<file path="config.mk">
export PLATFORM = sky130hd
export DESIGN_NAME = snn_pattern_tx
export DESIGN_NICKNAME = d
export VERILOG_FILES = /design/src/rtl/snn_pattern_tx_pkg.sv /design/src/rtl/snn_tx_store.sv /design/src/rtl/snn_pattern_tx.sv
export SDC_FILE = /design/constraint.sdc
export NUM_CORES = 1
export LEC_CHECK = 0
export CAP_MARGIN = 15
export CORE_AREA = 2 2 245 247
export CTS_CLUSTER_SIZE = 24
export DETAILED_ROUTE_END_ITERATION = 16
export DIE_AREA = 0 0 247 249
export PLACE_DENSITY = 0.77
export SLEW_MARGIN = 25
export SYNTH_ARGS = -nofsm -noshare
export SYNTH_HDL_FRONTEND = slang
export SYNTH_SLANG_ARGS = --single-unit
</file>
<file path="constraint.sdc">
create_clock -name clk -period 3.45 [get_ports clk]
set_input_delay 0.69 -clock clk [delete_from_list [all_inputs] [get_ports clk]]
set_output_delay 0.69 -clock clk [all_outputs]
set_load 0.02 [all_outputs]
</file>
<file path="src/rtl/snn_pattern_tx_pkg.sv">
// Shared types and sizes for the SNN pattern transmitter.
// Element counts and widths are also used by the SNN consumer.
package snn_pattern_tx_pkg;

  localparam int N_IMG  = 72;
  localparam int N_HALF = 36;
  localparam int N_KER  = 9;
  localparam int N_WGT  = 4;

  localparam int BYTE_W = 8;
  localparam int RES_W  = 10;
  localparam int LAT_W  = 8;
  localparam int ADDR_W = 7;
  localparam int KER_AW = 4;
  localparam int WGT_AW = 2;

  localparam logic [ADDR_W-1:0] LAST_BEAT =
    ADDR_W'(N_IMG - 1);

  typedef enum logic [1:0] {
    ST_IDLE,
    ST_SEND,
    ST_WAIT,
    ST_DONE
  } tx_state_e;

  typedef struct packed {
    logic [BYTE_W-1:0] img;
    logic [BYTE_W-1:0] ker;
    logic [BYTE_W-1:0] weight;
  } beat_t;

  function automatic logic [LAT_W-1:0] sat_inc(
    input logic [LAT_W-1:0] v
  );
    return (&v) ? v : v + LAT_W'(1);
  endfunction

endpackage

</file>
<file path="src/rtl/snn_tx_store.sv">
// Pattern storage: 72 image, 9 kernel and 4 weight bytes.
// Read port forwards a same-cycle write so a load can feed beat 0.
module snn_tx_store
  import snn_pattern_tx_pkg::*;
(
  input  logic              clk,
  input  logic              rst_n,
  input  logic              wr_en,
  input  logic [ADDR_W-1:0] wr_addr,
  input  beat_t             wr_data,
  input  logic [ADDR_W-1:0] rd_idx,
  output beat_t             rd_data
);

  logic [BYTE_W-1:0] img_mem [N_IMG];
  logic [BYTE_W-1:0] ker_mem [N_KER];
  logic [BYTE_W-1:0] wgt_mem [N_WGT];

  logic img_we;
  logic ker_we;
  logic wgt_we;
  logic hit;

  assign img_we = wr_en
    && (wr_addr < ADDR_W'(N_IMG));
  assign ker_we = wr_en
    && (wr_addr < ADDR_W'(N_KER));
  assign wgt_we = wr_en
    && (wr_addr < ADDR_W'(N_WGT));

  always_ff @(posedge clk or negedge rst_n) begin
    if (!rst_n) begin
      for (int i = 0; i < N_IMG; i++)
        img_mem[i] <= '0;
      for (int i = 0; i < N_KER; i++)
        ker_mem[i] <= '0;
      for (int i = 0; i < N_WGT; i++)
        wgt_mem[i] <= '0;
    end else begin
      if (img_we)
        img_mem[wr_addr] <= wr_data.img;
      if (ker_we)
        ker_mem[wr_addr[KER_AW-1:0]] <= wr_data.ker;
      if (wgt_we)
        wgt_mem[wr_addr[WGT_AW-1:0]] <= wr_data.weight;
    end
  end

  always_comb begin
    rd_data = '0;
    hit = wr_en && (wr_addr == rd_idx);
    if (rd_idx < ADDR_W'(N_IMG))
      rd_data.img = hit ? wr_data.img
                        : img_mem[rd_idx];
    if (rd_idx < ADDR_W'(N_KER))
      rd_data.ker = hit ? wr_data.ker
                        : ker_mem[rd_idx[KER_AW-1:0]];
    if (rd_idx < ADDR_W'(N_WGT))
      rd_data.weight = hit ? wr_data.weight
                           : wgt_mem[rd_idx[WGT_AW-1:0]];
  end

endmodule

</file>
<file path="src/rtl/snn_pattern_tx.sv">
// Streams a stored image/kernel/weight pattern to an SNN core
// and captures its response value and latency.
module snn_pattern_tx
  import snn_pattern_tx_pkg::*;
#(
  parameter int TIMEOUT = 100
) (
  input  logic              clk,
  input  logic              rst_n,
  input  logic              ld_en,
  input  logic [ADDR_W-1:0] ld_addr,
  input  logic [BYTE_W-1:0] ld_img,
  input  logic [BYTE_W-1:0] ld_ker,
  input  logic [BYTE_W-1:0] ld_weight,
  input  logic              start,
  output logic              in_valid,
  output logic [BYTE_W-1:0] img,
  output logic [BYTE_W-1:0] ker,
  output logic [BYTE_W-1:0] weight,
  input  logic              out_valid,
  input  logic [RES_W-1:0]  out_data,
  output logic              busy,
  output logic              done,
  output logic [RES_W-1:0]  result,
  output logic [LAT_W-1:0]  latency,
  output logic              err_timeout,
  output logic              err_proto
);

  tx_state_e         state_q;
  tx_state_e         state_d;
  logic [ADDR_W-1:0] beat_q;
  logic [ADDR_W-1:0] rd_idx;
  logic [LAT_W-1:0]  cnt_q;
  beat_t             rd_data;
  beat_t             tx_q;
  beat_t             wr_data;
  logic              wr_en;
  logic              last_beat;
  logic              to_hit;

  assign busy = (state_q == ST_SEND)
             || (state_q == ST_WAIT);
  assign done = (state_q == ST_DONE);

  assign wr_en   = ld_en && !busy;
  assign wr_data = '{img: ld_img,
                     ker: ld_ker,
                     weight: ld_weight};

  assign last_beat = (beat_q == LAST_BEAT);
  assign to_hit    = (cnt_q == LAT_W'(TIMEOUT));

  // Index of the beat to be registered at the next edge
  assign rd_idx = (state_q == ST_SEND)
                ? beat_q + ADDR_W'(1) : '0;

  snn_tx_store u_store (
    .clk     (clk),
    .rst_n   (rst_n),
    .wr_en   (wr_en),
    .wr_addr (ld_addr),
    .wr_data (wr_data),
    .rd_idx  (rd_idx),
    .rd_data (rd_data)
  );

  always_ff @(posedge clk or negedge rst_n) begin
    if (!rst_n)
      state_q <= ST_IDLE;
    else
      state_q <= state_d;
  end

  always_comb begin
    state_d = state_q;
    unique case (state_q)
      ST_IDLE: if (start) state_d = ST_SEND;
      ST_SEND: if (last_beat) state_d = ST_WAIT;
      ST_WAIT:
        if (out_valid || to_hit)
          state_d = ST_DONE;
      ST_DONE: state_d = ST_IDLE;
      default: state_d = ST_IDLE;
    endcase
  end

  always_ff @(posedge clk or negedge rst_n) begin
    if (!rst_n) begin
      beat_q      <= '0;
      cnt_q       <= '0;
      tx_q        <= '0;
      in_valid    <= 1'b0;
      result      <= '0;
      latency     <= '0;
      err_timeout <= 1'b0;
      err_proto   <= 1'b0;
    end else begin
      unique case (state_q)
        ST_IDLE: begin
          if (start) begin
            beat_q      <= '0;
            tx_q        <= rd_data;
            in_valid    <= 1'b1;
            result      <= '0;
            latency     <= '0;
            err_timeout <= 1'b0;
            err_proto   <= 1'b0;
          end
        end
        ST_SEND: begin
          if (out_valid)
            err_proto <= 1'b1;
          if (last_beat) begin
            in_valid <= 1'b0;
            tx_q     <= '0;
            cnt_q    <= LAT_W'(1);
          end else begin
            beat_q <= rd_idx;
            tx_q   <= rd_data;
          end
        end
        ST_WAIT: begin
          // A response in the timeout cycle still wins
          if (out_valid) begin
            result  <= out_data;
            latency <= cnt_q;
          end else if (to_hit) begin
            err_timeout <= 1'b1;
            result      <= '0;
            latency     <= LAT_W'(TIMEOUT);
          end else begin
            cnt_q <= sat_inc(cnt_q);
          end
        end
        default: ;
      endcase
    end
  end

  assign img    = tx_q.img;
  assign ker    = tx_q.ker;
  assign weight = tx_q.weight;

endmodule

</file>
# Yosys cells after proc, flatten, opt, wreduce, memory -nomap -nowiden
# Cells that the tools add are included.
# totals
output_inout_bits	47
reg_bits	742
# classes
eq_ne	16
n_reduce_logical	24
bitwise_logic	6
addsub	2
magnitude_cmp	15
mux	57
# op_table
operator	n
$bwmux W576	1
$mux W8	22
$bwmux W72	1
$bmux W8 S7	1
$demux W8 S7	1
$mux W24	2
$pmux W24 S2	1
$bmux W8 S4	1
$bwmux W32	1
$demux W8 S4	1
$pmux W8 S2	2
$mux W10	3
$mux W7	3
$pmux W10 S2	1
$bmux W8 S2	1
$demux W8 S2	1
$ge A8 B8 Y1 const B	2
$ne A2 B2 Y1 const B	8
$not A7 Y8	2
$reduce_and A3 Y1	5
$lt A7 B3 Y1 const B	2
$lt A7 B4 Y1 const B	2
$lt A7 B7 Y1 const B	2
$pmux W7 S2	1
29 further kinds	53

# Depth between registers and ports, before layout
# logic_depth
depth_word	10
ltp_mapped	14

# Cells and area by module
# Synthesis repeated with hierarchy kept, for this count alone.
# hier_totals
hier_cells	2332
hier_area_um2	34548.1
# modules_own_cells
module	seq_area_each_um2	cells_each	n_inst	area_per_inst_um2
snn_tx_store	17016.3	2076	1	31527.7
snn_pattern_tx	1551.5	256	1	3020.4

# Worst setup path after synthesis
# OpenSTA, ideal clock, no wires.
# synth_timing
path_kind	flip-flop to flip-flop
start	register state_q[0]
end	register u_store.img_mem[162] in the netlist's numbering
path_slack_ns	0.700
synth_period_minus_slack_ns	2.750
required_ns	3.325
arrival_ns	2.625
stages_incl_launch_ff	11
cell_sequence	dfrtp_1 inv_1 ha_1 nor2b_1 nand2b_1 clkbuf_1 or2_2 clkbuf_1 nor3_1 clkbuf_1 mux2_2
# synth_between
elab_chain_cells	5
elab_cells_between_ends	6
classes_between	eq/ne (2); reduce/logical (4)
# synth_rtl
item	line	source
start, declared	snn_pattern_tx.sv:30	tx_state_e state_q;
start signal, assigned	snn_pattern_tx.sv:72	state_q <= state_d;
$eq A2 B1 Y1 / $eq A2 B2 Y1 (equally long branches)	snn_pattern_tx.sv:42, snn_pattern_tx.sv:43	
$logic_or A1 B1 Y1 *	snn_pattern_tx.sv:43	|| (state_q == ST_WAIT);
net busy	snn_pattern_tx.sv:22	output logic busy,
$logic_not A1 Y1 *	snn_pattern_tx.sv:46	assign wr_en = ld_en && !busy;
$logic_and A1 B1 Y1 *	snn_pattern_tx.sv:46	
$logic_and A1 B1 Y1 *	snn_tx_store.sv:25	&& (wr_addr < ADDR_W'(N_IMG));
end signal, assigned by index	snn_tx_store.sv:41	img_mem[wr_addr] <= wr_data.img;
end, declared	snn_tx_store.sv:15	logic [BYTE_W-1:0] img_mem [N_IMG];
# Mark *: on every way through the listed nets, which the timed path passes. The rest lies on a longest branch.
# A chain may end at the register's enable or synchronous reset.

# Final worst setup path
# layout_timing
start	register beat_q[0]
end	register tx_q, in the netlist img[4]
# layout_between
elab_chain_cells	10
elab_cells_between_ends	15
classes_between	add/sub (1); order compare (1); eq/ne (2); mux (9); bitwise (1); reduce/logical (1)
# layout_rtl
item	line	source
start, declared	snn_pattern_tx.sv:32	logic [ADDR_W-1:0] beat_q;
start signal, assigned	snn_pattern_tx.sv:119	beat_q <= rd_idx;
$add A7 B1 Y7	snn_pattern_tx.sv:56	? beat_q + ADDR_W'(1) : '0;
$mux W7	snn_pattern_tx.sv:56	
$not A7 Y8 (implied by the code)	snn_tx_store.sv:54	: img_mem[rd_idx];
$bmux W8 S7	snn_tx_store.sv:54	
$mux W8 (implied by the code) (2 in a row)	snn_tx_store.sv:54	
$mux W8	snn_tx_store.sv:53	rd_data.img = hit ? wr_data.img
$mux W8	snn_tx_store.sv:52	if (rd_idx < ADDR_W'(N_IMG))
$mux W24, on equally long branches	snn_pattern_tx.sv:114, snn_pattern_tx.sv:101	
$pmux W24 S2 *	snn_pattern_tx.sv:99	unique case (state_q)
end signal, assigned	snn_pattern_tx.sv:103	tx_q <= rd_data;
end signal, assigned	snn_pattern_tx.sv:120	tx_q <= rd_data;
end, declared	snn_pattern_tx.sv:36	beat_t tx_q;
# Mark *: on every way between the ends. The rest lies on a longest branch, timed or not. The select of a mux whose other input is x is not followed.

==> flow_summary.json <==
{
  "synth_edf_count": 0,
  "regArea_sq_um": 18600,
  "crit_path_end": "img[4]",
  "p_leak_nw": 19.4,
  "final_cell_mix": "dfrtp_1, mux2_2, nand2_1, buf_4, nand3_1",
  "cts.path.max_buffers": 3,
  "avgRoutedWirePerCell_um": 25.2,
  "vias": 25500,
  "drc": 0,
  "cts_root_buf": "clkbuf_16",
  "routed_wl_um": 98600,
  "p_comb_frac": 0.029,
  "clk_latency_ns": 0.63,
  "synth_warnings": 0,
  "multi_input_area_sq_um": 15500,
  "synthCells": 2972,
  "stdcell_area_sq_um": 40300,
  "max_slew_margin": 0.285,
  "io_buffers": 92,
  "min_period_ns": 3.32,
  "rr_startpoint": "beat_q[0]",
  "dp.cells": 3758,
  "switching_share": 0.219,
  "ys_seq_elements": 742,
  "cp-end-kind": "flop",
  "critPathLaunchType": "flop",
  "firstDrtPassIters": 7,
  "worstSetupPathType": "flop to flop",
  "rsz0062_at_grt": "false",
  "finalSetupTns_ns": 0,
  "cp.arrival_ns": 3.89,
  "switchingPower_mw": 3.85,
  "synthFlopType": "dfrtp_1",
  "gp_congestion": 0.927,
  "yosys.area.top_type": "dfrtp_1",
  "finalNonFillerCells": 3906,
  "critPathMaxFanout": 20,
  "crit_path_cell_trace": "ha_1 -> xor2_2 -> and2_4 -> buf_12 -> mux4_2 -> a21oi_1 -> nor4b_1 -> a31o_2 -> a211o_1",
  "fp.coreArea_sq_um": 58700,
  "area_growth_syn_to_layout_pct": 14.8,
  "hpwl_um": 63000,
  "drv_slew": 0,
  "r2r-end": "img[4]",
  "initialDrtViolationCount": 2706,
  "r2r_cells": 9,
  "detail-route-antenna-nets": 0,
  "syn_nets": 3026,
  "required_ns": 4.02,
  "tightest_slew_ns": 1.06,
  "grtUsageTotal": 0.324,
  "cp_top_family": "simple AND/OR/NAND/NOR gates",
  "io_pins": 93,
  "hold_violations": 0,
  "drv_cap": 0,
  "p_per_area_nw_per_um2": 436,
  "clkTransAtPathRegs_ns": 0.06,
  "seqPwrFrac": 0.497,
  "ys_seq_area_frac": 0.529,
  "viasPerCell": 6.53,
  "cp-startpoint": "beat_q[0]",
  "synthTopCellsByArea": "dfrtp_1, mux2_2, nand2_1, mux2i_1, clkbuf_1",
  "skew_ns": 0.0280,
  "hp-class": "input port to async pin",
  "n_antenna_cell": 0,
  "critical_path_depth": 9,
  "place_area_sq_um": 37600,
  "critical_path_buf_inv_count": 1,
  "grt_pass1_vias": 26200,
  "finalSetupViolations": 0,
  "ctsHtreeMaxLevel": 3,
  "rrSetupSlack_ns": 0.13,
  "postSynthAreaPerCell_sq_um": 11.8,
  "synth_top_area_frac": 0.529,
  "ys_types": 69,
  "antenna_found_initial": 1,
  "grt_pass1_wl_um": 154000,
  "power.internal_mw": 13.7,
  "fin_crit_sh": 0.962,
  "die_h_um": 249,
  "grt_overflow": 0,
  "fp-row-count": 89,
  "drive_gt1_frac": 0.327,
  "syn-cell-area_sq_um": 35100,
  "final_common_cell": "dfrtp_1",
  "die_w_um": 247,
  "hold_buffers": 0,
  "grt_start_max_net_pins": 84,
  "async_flop_share": 1.00,
  "fillers": 4032,
  "fmax_mhz": 301,
  "clkPwrFrac": 0.475,
  "start_util": 0.598,
  "p_total_mw": 17.6,
  "crit_path_max_incr_delay_ns": 0.53,
  "dieArea_sq_um": 61500,
  "layout.nets": 3125,
  "status": "finished, final reports clean",
  "cts_tree": "yes",
  "crit_path_top_delay_cell": "dfrtp_4",
  "cts_made_buffers": 78,
  "peakVddDrop_uv": 352,
  "cts.sinks": 742
}
==> metrics by stage <==
step                hold slack [ns]   util  setup slack (ns)
global route                  0.160  0.686            0.0159
finish                        0.107  0.686             0.133
global placement              0.463  0.641            -0.111
floorplan                     0.394      -             0.700
CTS                           0.136  0.686             0.182
detailed placement            0.470  0.641            -0.132
==> layer usage <==
layer,up-vias,share of wire,global-route usage
met5,-,0,0
met4,0,0.039,0.136
met3,265,0.080,0.0600
met2,1219,0.48,0.509
met1,13100,0.41,0.445
li1,10900,-,-
==> cells in the mapped netlist, types with 6 or more instances <==
cell type  count
and2_1        25
a2111oi_0      7
nand4_1        7
mux4_2        16
nand2b_1       7
xnor2_1        6
buf_4          7
and3b_1        9
nand3_1       94
clkbuf_1     140
nor3_1        17
a211oi_1      52
a311oi_1      33
a211o_1        6
or3_1          7
a31oi_1       27
mux2i_1       94
inv_1         20
a22oi_1       37
buf_2         63
o31ai_1        8
nand2_1      436
o21a_1         9
o21ai_0       87
a32oi_1       18
o21ai_1       15
nor2_1        59
o22ai_1        6
nor2b_1       17
a221oi_1      34
and3_1        12
dfrtp_1      742
buf_1         27
mux2_2       684
ha_1           8
a21oi_1       70
==> how the worst min path moves through the flow <==
stage	start	endpoint	slack (ns)	cells after the start
2_1_floorplan	rst_n	beat_q[0]	0.39	0
3_3_place_gp	result[7]	result[7]	0.46	2
3_5_place_dp	weight[2]	weight[2]	0.47	2
4_1_cts	rst_n	u_store.img_mem[512]	0.14	1
5_1_grt	rst_n	u_store.img_mem[512]	0.16	1
6_report	rst_n	u_store.img_mem[520]	0.11	1
==> state kept, by name, summed over array words and instances (netlist names) <==
register,cells
beat_q,7
cnt_q,8
err_proto,1
err_timeout,1
img,8
in_valid,1
ker,8
latency,8
result,10
state_q,2
u_store.img_mem,576
u_store.ker_mem,72
u_store.wgt_mem,32
weight,8
==> what timing repair did <==
item                                    in CTS  in global routing
endpoints found under the hold margin        0                  0
buffers inserted                             6                  0
endpoints found under the setup margin       1                  1
resized for setup                            0                  1
==> layout make-up <==
class / instances / area share
Sequential cell: 742 / 0.461
Multi-Input combinational cell: 1970 / 0.385
Timing Repair Buffer: 258 / 0.0645
Clock buffer: 121 / 0.0588
Tap cell: 773 / 0.0240
Clock inverter: 21 / 0.00460
Inverter: 21 / 0.00199
==> kinds of logic (layout without fill, tap and decap cells) <==
kind of cell,Yosys count,after routing,synth area share
flops,742,742,0.529
simple gates,710,710,0.0896
xor+xnor,12,12,0.00321
fa+ha+maj,8,8,0.00285
mux,795,795,0.257
compound gates,445,445,0.0865
buf+inv,260,421,0.0312
==> power by group through the flow <==
stage / logic [mW] / registers (mW) / clock network, mW
finish: 0.506 / 8.72 / 8.34
global route: 0.553 / 8.72 / 8.81
CTS: 0.508 / 8.72 / 8.42
detailed placement: 0.505 / 8.88 / 0
global placement: 0.488 / 8.88 / 0
floorplan: 0.138 / 8.88 / 0
Note: power is estimated with default switching activity, not from simulation.
